File: src/rtl/jk_bank_writer.sv
// Masked write controller for a bank of JK flip-flop cells: drive, read back, retry.
// Optional build macro TOGGLE_MODE_EN selects toggle excitation instead of set/clear.
module jk_bank_writer #(
  parameter int unsigned WIDTH     = 8,
  parameter int unsigned MAX_RETRY = 2
) (
  input  logic             clk,
  input  logic             reset,
  input  logic             wr_req,
  input  logic [WIDTH-1:0] wr_data,
  input  logic [WIDTH-1:0] wr_mask,
  input  logic [WIDTH-1:0] q_fb,
  output logic [WIDTH-1:0] j,
  output logic [WIDTH-1:0] k,
  output logic             wr_ack,
  output logic             busy,
  output logic             done,
  output logic             err
);

  localparam int unsigned CNT_W = 3;

  typedef enum logic [1:0] {
    IDLE  = 2'd0,
    DRIVE = 2'd1,
    CHECK = 2'd2
  } state_t;

  state_t           state, state_nx;
  logic [WIDTH-1:0] data_r, mask_r, data_nx, mask_nx;
  logic [WIDTH-1:0] j_nx, k_nx;
  logic [CNT_W-1:0] cnt, cnt_nx;
  logic             ack_nx, busy_nx, done_nx, err_nx;

  logic [WIDTH-1:0] src_data, src_mask;
  logic [WIDTH-1:0] set_c, clr_c;
  logic             match_c;

  // New requests excite from the live inputs; retries excite from the latched target.
  assign src_data = (state == IDLE) ? wr_data : data_r;
  assign src_mask = (state == IDLE) ? wr_mask : mask_r;

`ifdef TOGGLE_MODE_EN
  // Toggle only the masked bits that currently differ from the target.
  assign set_c = (q_fb ^ src_data) & src_mask;
  assign clr_c = (q_fb ^ src_data) & src_mask;
`else
  assign set_c = src_data & src_mask;
  assign clr_c = ~src_data & src_mask;
`endif

  assign match_c = (q_fb & mask_r) == (data_r & mask_r);

  always_ff @(posedge clk) begin
    if (reset) begin
      state  <= IDLE;
      data_r <= '0;
      mask_r <= '0;
      cnt    <= '0;
      j      <= '0;
      k      <= '0;
      wr_ack <= 1'b0;
      busy   <= 1'b0;
      done   <= 1'b0;
      err    <= 1'b0;
    end else begin
      state  <= state_nx;
      data_r <= data_nx;
      mask_r <= mask_nx;
      cnt    <= cnt_nx;
      j      <= j_nx;
      k      <= k_nx;
      wr_ack <= ack_nx;
      busy   <= busy_nx;
      done   <= done_nx;
      err    <= err_nx;
    end
  end

  always_comb begin
    state_nx = state;
    data_nx  = data_r;
    mask_nx  = mask_r;
    cnt_nx   = cnt;
    j_nx     = '0;
    k_nx     = '0;
    ack_nx   = 1'b0;
    busy_nx  = busy;
    done_nx  = 1'b0;
    err_nx   = 1'b0;

    unique case (state)
      IDLE: begin
        if (wr_req) begin
          data_nx  = wr_data;
          mask_nx  = wr_mask;
          cnt_nx   = '0;
          j_nx     = set_c;
          k_nx     = clr_c;
          ack_nx   = 1'b1;
          busy_nx  = 1'b1;
          state_nx = DRIVE;
        end
      end
      DRIVE: begin
        state_nx = CHECK;
      end
      CHECK: begin
        if (match_c) begin
          done_nx  = 1'b1;
          busy_nx  = 1'b0;
          cnt_nx   = '0;
          state_nx = IDLE;
        end else if (cnt < CNT_W'(MAX_RETRY)) begin
          cnt_nx   = cnt + CNT_W'(1);
          j_nx     = set_c;
          k_nx     = clr_c;
          state_nx = DRIVE;
        end else begin
          err_nx   = 1'b1;
          busy_nx  = 1'b0;
          cnt_nx   = '0;
          state_nx = IDLE;
        end
      end
      default: begin
        busy_nx  = 1'b0;
        cnt_nx   = '0;
        state_nx = IDLE;
      end
    endcase
  end

endmodule

File: config.mk
export PLATFORM = sky130hd
export DESIGN_NAME = jk_bank_writer
export DESIGN_NICKNAME = d
export VERILOG_FILES = /design/src/rtl/jk_bank_writer.sv
export SDC_FILE = /design/constraint.sdc
export NUM_CORES = 1
export LEC_CHECK = 0
export CORE_MARGIN = 10
export CORE_UTILIZATION = 45
export DETAILED_ROUTE_END_ITERATION = 12
export PLACE_DENSITY = 0.75
export SLEW_MARGIN = 20
export SYNTH_ARGS = -nofsm -noshare
export SYNTH_HDL_FRONTEND = slang
export SYNTH_SLANG_ARGS = --single-unit
File: constraint.sdc
create_clock -name clk -period 2.33 [get_ports clk]
set_input_delay 0.699 -clock clk [delete_from_list [all_inputs] [get_ports clk]]
set_output_delay 0.699 -clock clk [all_outputs]
set_load 0.01 [all_outputs]
==> impl_results.md, run 1 <==
- Crit path capture type: register
- Max Cap Viol: 0
- Vias per cell: 5.17
- Nets@finish: 281
- Syn Inst Count: 201
- Number of flops mapped to enable cells by yosys: 0
- Core Rows: 22
- R2R depth: 5
- Placed cell count: 294
- First-pass GRT wire length: 6730 um
- CP Launch Type: input pin
- IO Count: 47
- Clk root buf: clkbuf_8
- Total CTS buffers: 5
- Comb pwr share: 20.8%
- Sequential power share: 51.1%
- Post-synth ARST share: 0%
- Hold path depth: 2
- Die Height: 82.1 um
- Vias: 1550
- Critical R2R Capture: j[2]
- WL final: 4170 um
- Final period utilization: 83.2%
- End of the worst hold path: cnt[2]
- Die span in x: 82.1 um
- Port Buf Inserts: 46
- Max Fclk: 516 MHz
- Postcts setup bufs: 0
- Leak: 0.866 nW
- Area grow syn2layout: 35.7%
- Overall Power: 0.00151 W
- Post-CTS resize count: 0
- Post-route DRC: 0
- Core area: 0.00369 mm^2
- Hold/Removal Path Class: register to register
- Hold_buf cts: 0
- WL per Instance: 13.9 um
- Most common cell after layout, fill and taps aside: clkdlybuf4s50_1
- Reg-to-reg slack, setup: 0.61 ns
- Clk_skew: 0.00813 ns
- YS warnings: 0
- Critical path class: input pin to register
- Clk pin slew, worst setup/hold paths: 0.07 ns
- Fin. Hold Viols: 0
- Placed wire-length estimate: 3100 um
- CTS tree: done
- Primary FF master, synth: dfxtp_1
- Clock share of power: 28.1%
- Final GP Congestion: 0.781
- Crit Path Max Fanout: 4
- Final setup TNS: 0 ns
- Commonest non-fill, non-tap cells in the layout: clkdlybuf4s50_1 (46), nand2_1 (43), dfxtp_1 (41), a21oi_1 (26)
- Number of global-route vias before repair: 1477
- Synthesized area: 0.00174 mm^2
- Antenna-violating nets left: 0
- Final Max Tran Viols: 0
- GRT Residual Overflow: 0
- ANT cells: 0
- TritonRoute pass-1 iters: 4
- Net Count, Synth: 229
- Internal cell power: 0.00109 W
- Worst EP arrival: 2.12 ns
- Reg2Reg Launch Point: state[1]
- CTS H-tree lvls: 2
- Worst-Skew Late Latency: 0.29 ns
- Power per cell area: 642 mW/mm^2
- Initial Util: 47.1%
- Post-route minimum period: 1.94 ns
- Worst-Margin Slew: 0.488 ns
- Share of cells above drive strength 1: 13.1%
- Post-synth cell types: 33
- Die area: 0.00674 mm^2
- NetSw: 0.000424 W
- RSZ-0062 raised after global routing: false
- Min-delay src: cnt[2]
- Initial antenna violation count: 0
- Final setup viols: 0
- Relative slew margins: 67.4%
- Sw frac: 28.1%
- Clk buf depth: 2
- DRT iter0 DRCs: 66
- Largest net degree at the start of global routing: 24
- Seq/Total Area, Yosys: 47.3%
- CP required: 2.51 ns
- Worst vdd ir: 0.000349 V
- Status: complete, no violations
- Syn Area/Cell: 8.64 um^2
- GRT Total Usage: 13.1%
- Synthesized flop and latch total: 41
- Layout Cells excl Fill: 300
- Clock sinks: 41
[layer usage]
metal / part of all wire, % / global-route usage [%] / vias up
met5: 0 / 0 / -
met4: 1.9 / 6.12 / 0
met3: 7.3 / 4.54 / 5
met2: 48 / 21.3 / 44
met1: 42 / 15.3 / 711
li1: - / - / 790
[worst max-delay path by stage]
stage / from / to / slack, ns / cells after the start
final: q_fb[7] / j[2] / 0.39 / 7
after global routing: q_fb[6] / j[0] / 0.25 / 7
after CTS: q_fb[7] / j[2] / 0.39 / 7
after detailed placement: q_fb[7] / j[3] / 0.09 / 7
after global placement: q_fb[6] / j[0] / 0.10 / 7
after floorplan: q_fb[7] / j[6] / 0.50 / 6
[cell families (layout without fill, tap and decap cells)]
group,count (synthesis),count (layout),synth area share (%)
buffers and inverters,15,66,4.25
flip-flops,41,41,47.3
XOR/XNOR,8,8,4.03
AND/OR/NAND/NOR,85,85,23.3
AO/OA/AOI/OAI,48,48,18.6
multiplexers,3,3,1.80
adder cells (fa/ha/maj),1,1,0.720
[worst max-delay path, stage by stage]
cell and delay [ns]:
clkdlybuf4s50_1 0.42, xor2_1 0.15, a22oi_2 0.23, nand2_2 0.10, o31ai_4 0.28, buf_4 0.19, a21oi_1 0.04
[state kept, by name (all words and copies together) (netlist names)]
name and count:
done 1, data_r 8, wr_ack 1, cnt 3
state 2, mask_r 8, busy 1, err 1
j 8, k 8
[power groups by stage]
stage	clock (W)	combinational [W]	sequential (W)
after floorplan	0	0.000173	0.000787
after global placement	0	0.000314	0.000788
after detailed placement	0	0.000316	0.000789
after CTS	0.000433	0.000317	0.000773
after global routing	0.000470	0.000346	0.000779
final	0.000425	0.000315	0.000773
[Yosys cell counts (2+ instances only)]
cell type | instances | area (um^2)
mux2i_1 | 2 | 20.0
a211oi_1 | 2 | 15.0
a22oi_1 | 2 | 15.0
inv_1 | 4 | 15.0
nand2_2 | 2 | 12.5
o211ai_1 | 4 | 30.0
a21oi_1 | 26 | 130
clkbuf_1 | 6 | 22.5
dfxtp_1 | 41 | 821
nand2_1 | 43 | 161
buf_6 | 2 | 22.5
a22oi_2 | 2 | 25.0
nor2_1 | 6 | 22.5
xor2_1 | 8 | 70.1
a31oi_1 | 3 | 18.8
nor3_1 | 4 | 20.0
nand3_1 | 10 | 50.1
nand3b_1 | 10 | 75.1
a21oi_2 | 5 | 43.8
nor2_2 | 5 | 31.3
buf_2 | 2 | 10.0
[layout make-up]
| cell class | count | area (um^2) |
|---|---|---|
| fillers | 342 | 1330 |
| multi-input cells | 145 | 842 |
| clock inverters | 1 | 5.00 |
| clock buffers | 5 | 68.8 |
| inverters | 5 | 18.8 |
| flip-flops and latches | 41 | 821 |
| repair buffers | 55 | 541 |
| well taps | 48 | 60.1 |
[stage by stage]
step,setup WS [ns],util [%],hold slack [ns],instance area (um^2)
after floorplan,0.502,-,0.436,1740
after global placement,0.102,61.9,0.442,2280
after detailed placement,0.0905,61.9,0.449,2280
after CTS,0.391,63.9,0.458,2360
after global routing,0.248,63.9,0.498,2360
final,0.392,63.9,0.456,2360
(Power assumes the default switching activity.)
==> run 2: changes to the inputs <==
==> constraint.sdc (replaced) <==
create_clock -name clk -period 2 [get_ports clk]
set_input_delay 0.6 -clock clk [delete_from_list [all_inputs] [get_ports clk]]
set_output_delay 0.6 -clock clk [all_outputs]
set_load 0.01 [all_outputs]
==> run 2 against run 1 <==
Critical path depth is the same; register-to-register slack lost 0.12 ns; clock skew is essentially flat; core utilization grew 1.4 points; largest cell class unchanged; largest power group unchanged.
==> impl_results.md, run 2 (synthesized netlist as in run 1, its figures left out) <==
- Die area: 0.00674 mm^2 (unchanged)
- Final core area utilization: 65.3% (+1.4 points)
- Clock sinks: 41 (unchanged)
- CP required: 2.18 ns (-0.33 ns)
- Placed cell count: 297 (+1.0%)
- Post-CTS resize count: 0 (unchanged)
- GRT Residual Overflow: 0 (unchanged)
- CTS tree: done
- Worst-Margin Slew: 0.318 ns (-0.171 ns)
- IO Count: 47 (unchanged)
- Area grow syn2layout: 38.7%
- DRT iter0 DRCs: 52 (-21%)
- Antenna-violating nets left: 0 (unchanged)
- Final period utilization: 94.4%
- Hold_buf cts: 0 (unchanged)
- Final setup viols: 0 (unchanged)
- Critical path class: input pin to register
- CTS H-tree lvls: 2 (unchanged)
- GRT Total Usage: 12.9% (-0.23 points)
- Max incr delay on CP: 0.48 ns (+0.06 ns)
- Core area: 0.00369 mm^2 (unchanged)
- Clk_skew: 0.00852 ns (+0.000392 ns)
- Worst vdd ir: 0.000558 V (+60%)
- Die Height: 82.1 um (unchanged)
- Core Rows: 22 (unchanged)
- CP Cell Sequence: clkdlybuf4s50_1, xor2_1, a22oi_2, nand2_2, buf_4, o21ai_0, a211oi_1
- Max Fclk: 530 MHz
- Leak: 0.894 nW (+3.2%)
- Slowest cell on the critical path: clkdlybuf4s50_1
- Vias per cell: 5.12 (-0.81%)
- Sequential power share: 46.3% (-4.8 points)
- NetSw: 0.000497 W (+17%)
- WL final: 4190 um (+0.60%)
- Sw frac: 25.6% (-2.5 points)
- Placed wire-length estimate: 3140 um (+1.5%)
- Comb pwr share: 19.0% (-1.8 points)
- Post-route minimum period: 1.89 ns
- Initial Util: 47.1% (unchanged)
- Status: complete, no violations
- Relative slew margins: 78.8% (+11 points)
- Total CTS buffers: 5 (unchanged)
- Final Max Tran Viols: 0 (unchanged)
- Die span in x: 82.1 um (unchanged)
- Clock share of power: 34.7% (+6.6 points)
- Final GP Congestion: 0.851 (+9.0%)
- Family with the most delay on the worst path: buffers and inverters
- Layout Cells excl Fill: 305 (+1.7%)
- Dpl ws: -0.158 ns (-0.248 ns)
- Share of cells above drive strength 1: 14.4% (+1.3 points)
- Power per cell area: 806 mW/mm^2 (+26%)
- Commonest non-fill, non-tap cells in the layout: clkdlybuf4s50_1 (46), nand2_1 (43), dfxtp_1 (41), a21oi_1 (26), buf_4 (12)
- First-pass GRT wire length: 6810 um (+1.1%)
- Largest net degree at the start of global routing: 24 (unchanged)
- Internal cell power: 0.00144 W (+33%)
- Worst Path Buf+Inv: 2 (unchanged)
- Postcts setup bufs: 0 (unchanged)
- ANT cells: 0 (unchanged)
- Filler instances: 320 (-6.4%)
- Most common cell after layout, fill and taps aside: clkdlybuf4s50_1
- Worst EP arrival: 2.07 ns (-0.05 ns)
- Initial antenna violation count: 0 (unchanged)
- Fin. Hold Viols: 0 (unchanged)
- Vias: 1563 (+0.84%)
- Number of global-route vias before repair: 1517 (+2.7%)
- Clk root buf: clkbuf_8
- Crit Path Max Fanout: 7 (+3)
- Hold/Removal Path Class: register to register
- Clk buf depth: 2 (unchanged)
- Worst-Skew Late Latency: 0.29 ns (about the same)
- CP Launch Type: input pin
- Crit path capture type: register
- RSZ-0062 raised after global routing: false
- Nets@finish: 284 (+1.1%)
- Port Buf Inserts: 46 (unchanged)
- Max Cap Viol: 0 (unchanged)
- WL per Instance: 13.7 um (-1.0%)
- Final worst slack: 0.113 ns (-0.279 ns)
- Clk pin slew, worst setup/hold paths: 0.07 ns (about the same)
- TritonRoute pass-1 iters: 5 (+1)
- Post-route DRC: 0 (unchanged)
-- run 2: power by group through the flow --
| stage | Sequential (W) | Combinational (W) | Clock (W) |
|---|---|---|---|
| after global routing | 0.000906 | 0.000405 | 0.000719 |
| final | 0.000900 | 0.000368 | 0.000674 |
| after detailed placement | 0.000918 | 0.000367 | 0 |
| after CTS | 0.000899 | 0.000370 | 0.000683 |
| after floorplan | 0.000917 | 0.000201 | 0 |
| after global placement | 0.000917 | 0.000366 | 0 |
-- run 2: final cells by class --
| cell class | count | area, um^2 | share of cell area (%) |
|---|---|---|---|
| multi-input combinational | 145 | 842 | 35.0 |
| sequential | 41 | 821 | 34.1 |
| timing repair buffer | 58 | 551 | 22.9 |
| clock buffer | 7 | 86.3 | 3.58 |
| tap | 48 | 60.1 | 2.49 |
| clock inverter | 1 | 30.0 | 1.25 |
| inverter | 5 | 18.8 | 0.779 |
-- run 2: stage by stage --
stage | setup TNS (ns) | cell area [um^2] | power (W) | hold slack [ns]
6_report | 0 | 2410 | 0.00194 | 0.461
5_1_grt | 0 | 2410 | 0.00203 | 0.471
4_1_cts | 0 | 2410 | 0.00195 | 0.462
3_5_place_dp | -2.32 | 2290 | 0.00129 | 0.452
3_3_place_gp | -2.88 | 2290 | 0.00128 | 0.448
2_1_floorplan | 0 | 1740 | 0.00112 | 0.436
-- run 2: metal layers --
| layer | global-route usage [%] | wire (um) | up-vias |
|---|---|---|---|
| met5 | 0 | 0 | - |
| met2 | 21.5 | 2020 | 49 |
| li1 | - | - | 800 |
| met1 | 14.8 | 1830 | 706 |
| met3 | 3.78 | 255 | 8 |
| met4 | 6.46 | 85 | 0 |
-- run 2: worst min-delay path: stages (launching register included) --
cell and delay [ns]:
dfxtp_1 0.31, nand2_1 0.05, a21oi_1 0.05
-- run 2: worst paths after layout --
kind / slack, ns / end / start / depth (start not counted)
setup / recovery: 0.11 / j[0] / q_fb[7] / 7
hold / removal: 0.46 / cnt[2] / cnt[2] / 2
setup reg to reg: 0.49 / j[0] / data_r[7] / 6
hold reg to reg: 0.46 / cnt[2] / cnt[2] / 2
